<file path="config.mk">
export PLATFORM = sky130hd
export DESIGN_NAME = motor_cmd_ramp
export DESIGN_NICKNAME = d
export VERILOG_FILES = /design/src/rtl/motor_cmd_ramp.sv
export SDC_FILE = /design/constraint.sdc
export NUM_CORES = 1
export LEC_CHECK = 0
export BUFFER_PORTS_ARGS = -buffer_cell sky130_fd_sc_hd__buf_2
export CAP_MARGIN = 5
export CORE_UTILIZATION = 62
export DETAILED_ROUTE_END_ITERATION = 7
export GPL_TIMING_DRIVEN = 0
export PLACE_DENSITY_LB_ADDON = 0.08
export SETUP_SLACK_MARGIN = 0.05
export SLEW_MARGIN = 20
export SYNTH_ARGS = -nofsm -noshare
export SYNTH_HDL_FRONTEND = slang
export SYNTH_SLANG_ARGS = --single-unit
</file>
<file path="constraint.sdc">
create_clock -name clk -period 4.8 [get_ports clk]
set_clock_uncertainty 0.15 [all_clocks]
set_input_delay 0.96 -clock clk [delete_from_list [all_inputs] [get_ports clk]]
set_output_delay 0.96 -clock clk [all_outputs]
set_load 0.02 [all_outputs]
</file>
<file path="src/rtl/motor_cmd_ramp.sv">
// Slew-limited command front end for the motor PWM generator.
// Ports: clk, rst (async high); cmd_valid/cmd_ready/cmd_en/cmd_dir/cmd_spd
// host command; estop; en/dir/spd_sel to PWM; at_target, wdog_trip status.
module motor_cmd_ramp #(
    parameter int RAMP_DIV = 1000,
    parameter int STEP     = 5,
    parameter int DWELL    = 2000,
    parameter int WDOG     = 1000000
) (
    input  logic       clk,
    input  logic       rst,
    input  logic       cmd_valid,
    output logic       cmd_ready,
    input  logic       cmd_en,
    input  logic       cmd_dir,
    input  logic [7:0] cmd_spd,
    input  logic       estop,
    output logic       en,
    output logic       dir,
    output logic [7:0] spd_sel,
    output logic       at_target,
    output logic       wdog_trip
);

    localparam int TW = (RAMP_DIV > 1) ? $clog2(RAMP_DIV) : 1;
    localparam int DW = (DWELL > 1) ? $clog2(DWELL) : 1;
    localparam int WW = (WDOG > 0) ? $clog2(WDOG + 1) : 1;
    localparam logic [TW-1:0] TICK_LAST  = TW'(RAMP_DIV - 1);
    localparam logic [DW-1:0] DWELL_LAST = DW'(DWELL - 1);
    localparam logic [WW-1:0] WDOG_LIM   = WW'(WDOG);
    localparam logic [8:0]    STEP9      = 9'(STEP);
    localparam bit            WD_ON      = (WDOG != 0);

    typedef enum logic [1:0] {
        S_IDLE,
        S_RUN,
        S_DWELL
    } state_t;

    state_t        st, st_n;
    logic [7:0]    tgt_spd, tgt_spd_n;
    logic          tgt_dir, tgt_dir_n;
    logic          tgt_en, tgt_en_n;
    logic [TW-1:0] tick_cnt, tick_n;
    logic [DW-1:0] dwell_cnt, dwell_n;
    logic [WW-1:0] wdog_cnt, wdog_n;
    logic          trip_n, dir_n, en_n, at_n, wd_bite;
    logic [7:0]    spd_n, ramp;
    logic [8:0]    sum9, diff9;
    logic          accept, tick, rev, up, dn;

    assign cmd_ready = !estop;
    assign accept    = cmd_valid && cmd_ready;
    assign tick      = (tick_cnt == TICK_LAST);

    // 9-bit arithmetic: bit 8 of diff9 flags an underflow below zero,
    // sum9 can exceed 255 and is clamped by the target compare.
    assign sum9  = {1'b0, spd_sel} + STEP9;
    assign diff9 = {1'b0, spd_sel} - STEP9;
    assign rev   = (tgt_dir != dir);
    assign up    = !rev && (spd_sel < tgt_spd);
    assign dn    = !rev && (spd_sel > tgt_spd);

    always_comb begin
        ramp = spd_sel;
        unique case (1'b1)
            rev: ramp = diff9[8] ? 8'd0 : diff9[7:0];
            up:  ramp = (sum9 > {1'b0, tgt_spd}) ? tgt_spd : sum9[7:0];
            dn:  ramp = (diff9[8] || (diff9[7:0] < tgt_spd))
                        ? tgt_spd : diff9[7:0];
            default: ramp = spd_sel;
        endcase
    end

    always_comb begin
        st_n      = st;
        dir_n     = dir;
        spd_n     = spd_sel;
        tgt_spd_n = tgt_spd;
        tgt_dir_n = tgt_dir;
        tgt_en_n  = tgt_en;
        tick_n    = tick_cnt;
        dwell_n   = dwell_cnt;
        wdog_n    = wdog_cnt;
        trip_n    = wdog_trip;
        wd_bite   = 1'b0;
        if (estop) begin
            st_n      = S_IDLE;
            spd_n     = 8'd0;
            tgt_spd_n = 8'd0;
            tgt_en_n  = 1'b0;
        end else begin
            // Saturating count so a tripped watchdog fires only once.
            if (WD_ON && st != S_IDLE && wdog_cnt != WDOG_LIM) begin
                wdog_n  = wdog_cnt + 1'b1;
                wd_bite = (wdog_n == WDOG_LIM);
            end
            if (accept) begin
                tgt_en_n  = cmd_en;
                tgt_dir_n = cmd_dir;
                tgt_spd_n = cmd_en ? cmd_spd : 8'd0;
                wdog_n    = '0;
                trip_n    = 1'b0;
            end else if (wd_bite) begin
                trip_n    = 1'b1;
                tgt_en_n  = 1'b0;
                tgt_spd_n = 8'd0;
            end
            // Transitions use the registered target, so a command
            // landing on a tick only affects the following tick.
            unique case (st)
                S_IDLE: begin
                    if (accept && cmd_en) begin
                        st_n   = S_RUN;
                        dir_n  = cmd_dir;
                        tick_n = '0;
                    end
                end
                S_RUN: begin
                    if (spd_sel == 8'd0 && rev) begin
                        st_n    = S_DWELL;
                        dwell_n = '0;
                    end else if (spd_sel == 8'd0 && !tgt_en) begin
                        st_n = S_IDLE;
                    end else begin
                        tick_n = tick ? '0 : tick_cnt + 1'b1;
                        if (tick) spd_n = ramp;
                    end
                end
                S_DWELL: begin
                    if (!tgt_en) begin
                        st_n = S_IDLE;
                    end else if (!rev) begin
                        st_n   = S_RUN;
                        tick_n = '0;
                    end else if (dwell_cnt == DWELL_LAST) begin
                        st_n   = S_RUN;
                        dir_n  = tgt_dir;
                        tick_n = '0;
                    end else begin
                        dwell_n = dwell_cnt + 1'b1;
                    end
                end
                default: st_n = S_IDLE;
            endcase
        end
        en_n = (st_n != S_IDLE);
        at_n = (st_n == S_IDLE) ||
               (st_n == S_RUN && spd_n == tgt_spd_n && dir_n == tgt_dir_n);
    end

    always_ff @(posedge clk or posedge rst) begin
        if (rst) begin
            st        <= S_IDLE;
            tgt_spd   <= 8'd0;
            tgt_dir   <= 1'b0;
            tgt_en    <= 1'b0;
            tick_cnt  <= '0;
            dwell_cnt <= '0;
            wdog_cnt  <= '0;
            en        <= 1'b0;
            dir       <= 1'b0;
            spd_sel   <= 8'd0;
            at_target <= 1'b1;
            wdog_trip <= 1'b0;
        end else begin
            st        <= st_n;
            tgt_spd   <= tgt_spd_n;
            tgt_dir   <= tgt_dir_n;
            tgt_en    <= tgt_en_n;
            tick_cnt  <= tick_n;
            dwell_cnt <= dwell_n;
            wdog_cnt  <= wdog_n;
            en        <= en_n;
            dir       <= dir_n;
            spd_sel   <= spd_n;
            at_target <= at_n;
            wdog_trip <= trip_n;
        end
    end

endmodule

</file>
Word-level counts from Yosys, hierarchy flattened
Index checks and enable logic that the tools add are counted.
{"block": "word_totals", "input_bits": 14, "elab_cells": 119, "out_inout_bits": 13, "regBits": 65}
{"block": "classes", "n_mux": 51, "reduce_logical": 28, "n_lt_le_gt_ge": 4, "n_bitwise": 1, "add_sub_neg": 5, "n_eq_ne": 18}
{"operator": "8-bit two-way mux", "n": 12}
{"operator": "10-bit two-way mux", "n": 7}
{"operator": "11-bit two-way mux", "n": 4}
{"operator": "20-bit two-way mux", "n": 2}
{"operator": "10-bit one-hot mux with 3 select lines", "n": 1}
{"operator": "8-bit one-hot mux with 3 select lines", "n": 1}
{"operator": "11-bit one-hot mux with 2 select lines", "n": 1}
{"operator": "20-bit by 1-bit adder with 20-bit output, second input constant", "n": 1}
{"operator": "20-bit == test, second input constant", "n": 1}
{"operator": "20-bit != test, second input constant", "n": 1}
{"operator": "8-bit < comparator", "n": 2}
{"operator": "1-bit two-way mux", "n": 14}
{"operator": "2-bit two-way mux", "n": 7}
{"operator": "2-bit != test, second input constant", "n": 7}
{"operator": "11-bit by 1-bit adder with 11-bit output, second input constant", "n": 1}
{"operator": "11-bit == test, second input constant", "n": 1}
{"operator": "10-bit by 1-bit adder with 10-bit output, second input constant", "n": 1}
{"operator": "10-bit == test, second input constant", "n": 1}
{"operator": "2-bit nonzero test", "n": 5}
{"operator": "8-bit by 3-bit adder with 9-bit output, second input constant", "n": 1}
{"operator": "9-bit by 8-bit > comparator with 1-bit output", "n": 1}
{"operator": "1-bit logical AND", "n": 9}
{"operator": "8-bit by 3-bit subtractor with 9-bit output, second input constant", "n": 1}
{"operator": "8-bit == test", "n": 1}
{"operator": "17 further kinds", "n": 24}

Logic depth before layout (Yosys ltp)
{"block": "depth", "ltp_word": 14, "ltp_mapped": 15}

Worst setup path after synthesis
No wires, ideal clock.
{"block": "synth_timing", "kind": "flip-flop to flip-flop", "startpoint": "register spd_sel[4]", "endpoint": "register at_target", "setup_slack_ns": 1.015, "n_path_buf": 1, "stages_incl_launch_ff": 16, "t_required_ns": 4.553, "setup_ns": 0.097, "t_arrival_ns": 3.538, "cell_sequence": "dfrtp_1 buf_2 nor4_1 nand2_1 xor2_1 inv_1 ha_1 a21oi_1 and2_1 a31oi_1 a221oi_2 o21ai_0 a311oi_2 mux2i_1 nand3_1 o41ai_2"}
{"block": "synth_via", "elab_chain_len": 14, "word_cells_on_any_way": 31, "cone_classes": "2 x add/sub; 4 x order compare; 2 x eq/ne; 13 x mux; 10 x reduce/logical"}
{"item": "start, declared", "line_no": "20", "source": "output logic [7:0] spd_sel,"}
{"item": "start signal, assigned", "line_no": "176", "source": "spd_sel <= spd_n;"}
{"item": "8-bit by 3-bit subtractor with 9-bit output", "line_no": "59", "source": "assign diff9 = {1'b0, spd_sel} - STEP9;"}
{"item": "8-bit < comparator", "line_no": "69", "source": "dn: ramp = (diff9[8] || (diff9[7:0] < tgt_spd))"}
{"item": "1-bit logical OR", "line_no": "69"}
{"item": "8-bit two-way mux", "line_no": "70", "source": "? tgt_spd : diff9[7:0];"}
{"item": "8-bit one-hot mux with 3 select lines", "line_no": "66", "source": "unique case (1'b1)"}
{"item": "8-bit two-way mux", "line_no": "127", "source": "if (tick) spd_n = ramp;"}
{"item": "8-bit two-way mux", "line_no": "123", "source": "end else if (spd_sel == 8'd0 && !tgt_en) begin"}
{"item": "8-bit two-way mux (*)", "line_no": "120", "source": "if (spd_sel == 8'd0 && rev) begin"}
{"item": "8-bit two-way mux (*)", "line_no": "111", "source": "unique case (st)"}
{"item": "8-bit two-way mux (*)", "line_no": "87", "source": "if (estop) begin"}
{"item": "via spd_n[5]", "line_no": "48", "source": "logic [7:0] spd_n, ramp;"}
{"item": "8-bit == test (*)", "line_no": "149", "source": "(st_n == S_RUN && spd_n == tgt_spd_n && dir_n == tgt_dir_n);"}
{"item": "1-bit logical AND (*) (2 in a row)", "line_no": "149"}
{"item": "1-bit logical OR (*)", "line_no": "148", "source": "at_n = (st_n == S_IDLE) ||"}
{"item": "via at_n", "line_no": "47", "source": "logic trip_n, dir_n, en_n, at_n, wd_bite;"}
{"item": "end signal, assigned", "line_no": "177", "source": "at_target <= at_n;"}
{"item": "end, declared", "line_no": "21", "source": "output logic at_target,"}
Mark *: on every way through the listed nets, which the timed path passes. The rest lies on a longest branch.
A chain may end at the register's enable or synchronous reset.

Final worst setup path
{"block": "layout_timing", "startpoint": "register spd_sel[0]", "endpoint": "register at_target"}
Same word-level chain as after synthesis.

==> Implementation_results.wiki <==
{| class="wikitable"
! Metric !! Value
|-
| Simple-gate share of the synthesized area || 24.3%
|-
| Worst R2R Path Depth || 14
|-
| Max frequency || 220 MHz
|-
| CTS HTree Levels || 3
|-
| DRC || 0
|-
| Xor/xnor share of the synthesized area || 5.40%
|-
| Ratio of cells with drive above 1 in the final layout || 14.7%
|-
| Count of distinct cell types in the synthesized netlist || 76
|-
| DIE HEIGHT || 91.9 µm
|-
| Type of the worst setup path || reg -> reg
|-
| Remaining global-route overflow || 0
|-
| Pin count of the biggest net entering global routing || 39
|-
| Post-CTS Hold Fix Bufs || 0
|-
| Largest family of logic cells by synthesized area || simple AND/OR/NAND/NOR gates
|-
| Latest clock arrival within the worst-skew pair || 0.34 ns
|-
| Total Neg Setup Slack || 0 ns
|-
| N_diodes || 0
|-
| CTS tree || yes
|-
| Largest buffer count on any clock path || 2
|-
| Synth Area in Compound Gates || 23.6%
|-
| Final hold viol count || 0
|-
| Multiplexer share of the synthesized area || 1.02%
|-
| Weighted congestion at the end of routability-driven global placement || 0.977
|-
| Area enclosed by the die boundary || 8440 µm²
|-
| Width of the die || 91.9 µm
|-
| Endpoint, Worst Hold || wdog_trip
|-
| Vias post-DR || 4821
|-
| Number of instances in the synthesized netlist || 590
|-
| Vias in the first global route || 4649
|-
| Tightest Pin Transition || 1.02 ns
|-
| Class of the most critical hold timing path || reg -> reg
|-
| Relative slew slack || 31.0%
|-
| Adder-cell share of the synthesized area || 7.75%
|-
| Starting DRT DRC Count || 293
|-
| Vias per Instance || 6.56
|-
| Crit start category || flop
|-
| Total power per unit cell area || 238 nW/µm²
|-
| Final number of max-transition violations || 0
|-
| Buffers added on ports || 25
|-
| Root buffer selected by CTS || sky130_fd_sc_hd__clkbuf_8
|-
| Arrival time reported for the critical path endpoint || 4.63 ns
|-
| Critical path capture point type || flop
|-
| Post-synthesis sequential element count || 65
|-
| Synth-to-layout area growth || 10.1%
|-
| Hold-critical path depth || 1
|-
| DRT Pass-1 Iters || 5
|-
| Number of antenna violations at the first check in global routing || 0
|-
| Leakage || 2.39 nW
|-
| Warnings, synthesis || 0
|-
| Clk sinks || 65
|-
| Launch instance of the worst register-to-register path || spd_sel[0]
|-
| Number of standard-cell rows in the floorplan || 32
|-
| Number of buffers added by the clock tree synthesis step || 9
|-
| Total track usage || 33.4%
|-
| Half-perimeter wire length after detailed placement || 10100 µm
|-
| Critical path fanouts, max || 8
|-
| Post-Synthesis Mean Instance Area || 8.48 µm²
|-
| Wirelength, routed || 13400 µm
|-
| Ports placed on the boundary || 27
|-
| Post-layout min period || 4.55 ns
|-
| Main synth FF type || sky130_fd_sc_hd__dfrtp_1
|-
| Wire length of the first global-routing pass || 22300 µm
|-
| Initial standard-cell utilization of the core || 64.4%
|-
| Flop2flop setup slack || 0.25 ns
|-
| CP required || 4.89 ns
|-
| Most common cell after layout, fill and taps aside || sky130_fd_sc_hd__o21ai_0
|-
| Leading cell types in the layout, fill and taps excluded || sky130_fd_sc_hd__o21ai_0 (68), sky130_fd_sc_hd__dfrtp_1 (64), sky130_fd_sc_hd__nor2_1 (50)
|-
| Maximum resistive drop on vdd || 0.000242 V
|-
| Startpoint of the tightest hold check path || wdog_trip
|-
| Post-synth EDFFs || 0
|-
| Worst reg2reg path endpoint || at_target
|-
| Result of the run || finished clean
|-
| Post-Synthesis Cell Area || 5010 µm²
|-
| Std-Cell Core Area || 7770 µm²
|-
| RSZ-0062 raised after global routing || no
|-
| Share of synthesized area occupied by flip-flops and latches || 32.5%
|-
| Detail-routed net length per standard cell || 18.2 µm
|-
| Async SR Flop Fraction || 100%
|-
| Number of nets at the end of the flow || 673
|-
| Final setup vio count || 0
|-
| Clock transition at path regs || 0.08 ns
|-
| Net Count, Synth || 635
|-
| Remaining number of nets flagged by the antenna check after routing || 0
|-
| Utilization after layout || 71.0%
|-
| Max_cap viols || 0
|-
| Final period util || 94.7%
|}
## worst max-delay path, cell delays in order, from the launching register on
cell and delay [ns]:
sky130_fd_sc_hd__dfrtp_1 0.56, sky130_fd_sc_hd__inv_1 0.17, sky130_fd_sc_hd__ha_1 0.25, sky130_fd_sc_hd__nor2b_1 0.32
sky130_fd_sc_hd__nor2_1 0.10, sky130_fd_sc_hd__xor2_1 0.29, sky130_fd_sc_hd__ha_1 0.33, sky130_fd_sc_hd__a21oi_1 0.14
sky130_fd_sc_hd__a31oi_1 0.20, sky130_fd_sc_hd__a221oi_4 0.48, sky130_fd_sc_hd__o21ai_0 0.20, sky130_fd_sc_hd__a311oi_2 0.37
sky130_fd_sc_hd__mux2i_1 0.32, sky130_fd_sc_hd__nand3_1 0.15, sky130_fd_sc_hd__o41ai_2 0.40
## worst max path at each step
stage | endpoint | slack [ns] | from | cells past startpoint
finish | at_target | 0.25 | spd_sel[0] | 14
global route | at_target | 0.09 | spd_sel[0] | 14
CTS | at_target | 0.06 | spd_sel[4] | 15
detailed placement | at_target | 0.1 | spd_sel[4] | 15
global placement | at_target | 0.27 | spd_sel[4] | 15
floorplan | at_target | 1.01 | spd_sel[4] | 15
## metal layers
metal	share of wire [%]	global-route usage [%]
met1	43	41.0
met5	0	0
met4	3.3	15.2
met3	4.1	3.73
met2	50	58.6
## sequential cells by signal, indices dropped and copies added, names as in the netlist, 2 cells and up
register,flops
wdog_cnt,20
dwell_cnt,11
tick_cnt,10
spd_sel,8
tgt_spd,8
st,2
## what timing repair did
item                                    in CTS  in global routing
buffers inserted                             0                  0
endpoints found under the setup margin       0                  1
resized for setup                            0                  2
## stage by stage
stage	hold WS, ns	power (mW)	area [µm²]	worst slack, ns	instances
5_1_grt	0.388	1.37	5510	0.0947	735
3_5_place_dp	0.349	0.836	5290	0.0981	719
2_1_floorplan	0.317	0.757	5010	1.01	590
4_1_cts	0.368	1.31	5490	0.0643	735
6_report	0.361	1.31	5510	0.253	735
3_3_place_gp	0.324	0.827	5260	0.273	717
## power breakdown
part	internal (mW)	leakage (nW)	switching, mW	total, mW
combinational	0.0761	1.39	0.170	0.246
sequential	0.564	0.897	0.0224	0.586
clock	0.244	0.100	0.238	0.482
## synthesized netlist by cell type, types with 15 or more instances
cell / count / share of area (%)
sky130_fd_sc_hd__xor2_1: 15 / 2.6
sky130_fd_sc_hd__nor2_1: 50 / 3.7
sky130_fd_sc_hd__ha_1: 31 / 7.7
sky130_fd_sc_hd__nand4_1: 20 / 2.5
sky130_fd_sc_hd__nand2_1: 40 / 3.0
sky130_fd_sc_hd__o21ai_0: 68 / 6.8
sky130_fd_sc_hd__dfrtp_1: 64 / 32
sky130_fd_sc_hd__a21oi_1: 29 / 2.9
sky130_fd_sc_hd__nand3_1: 30 / 3.0
sky130_fd_sc_hd__buf_2: 15 / 1.5
sky130_fd_sc_hd__inv_1: 28 / 2.1
## cells by family after synthesis
| family | after synthesis |
|---|---|
| AND/OR/NAND/NOR | 223 |
| AO/OA/AOI/OAI | 175 |
| flip-flops | 65 |
| buffers and inverters | 61 |
| adder cells (fa/ha/maj) | 31 |
| XOR/XNOR | 30 |
| multiplexers | 5 |
## final cells by class
class	count	area [µm²]
multi-input cells	464	3130
fillers	640	2260
clock inverters	7	77.6
well taps	102	128
clock buffers	9	124
inverters	28	108
flip-flops and latches	65	1630
repair buffers	27	150
plain buffers	33	165
(Power assumes the default switching activity.)
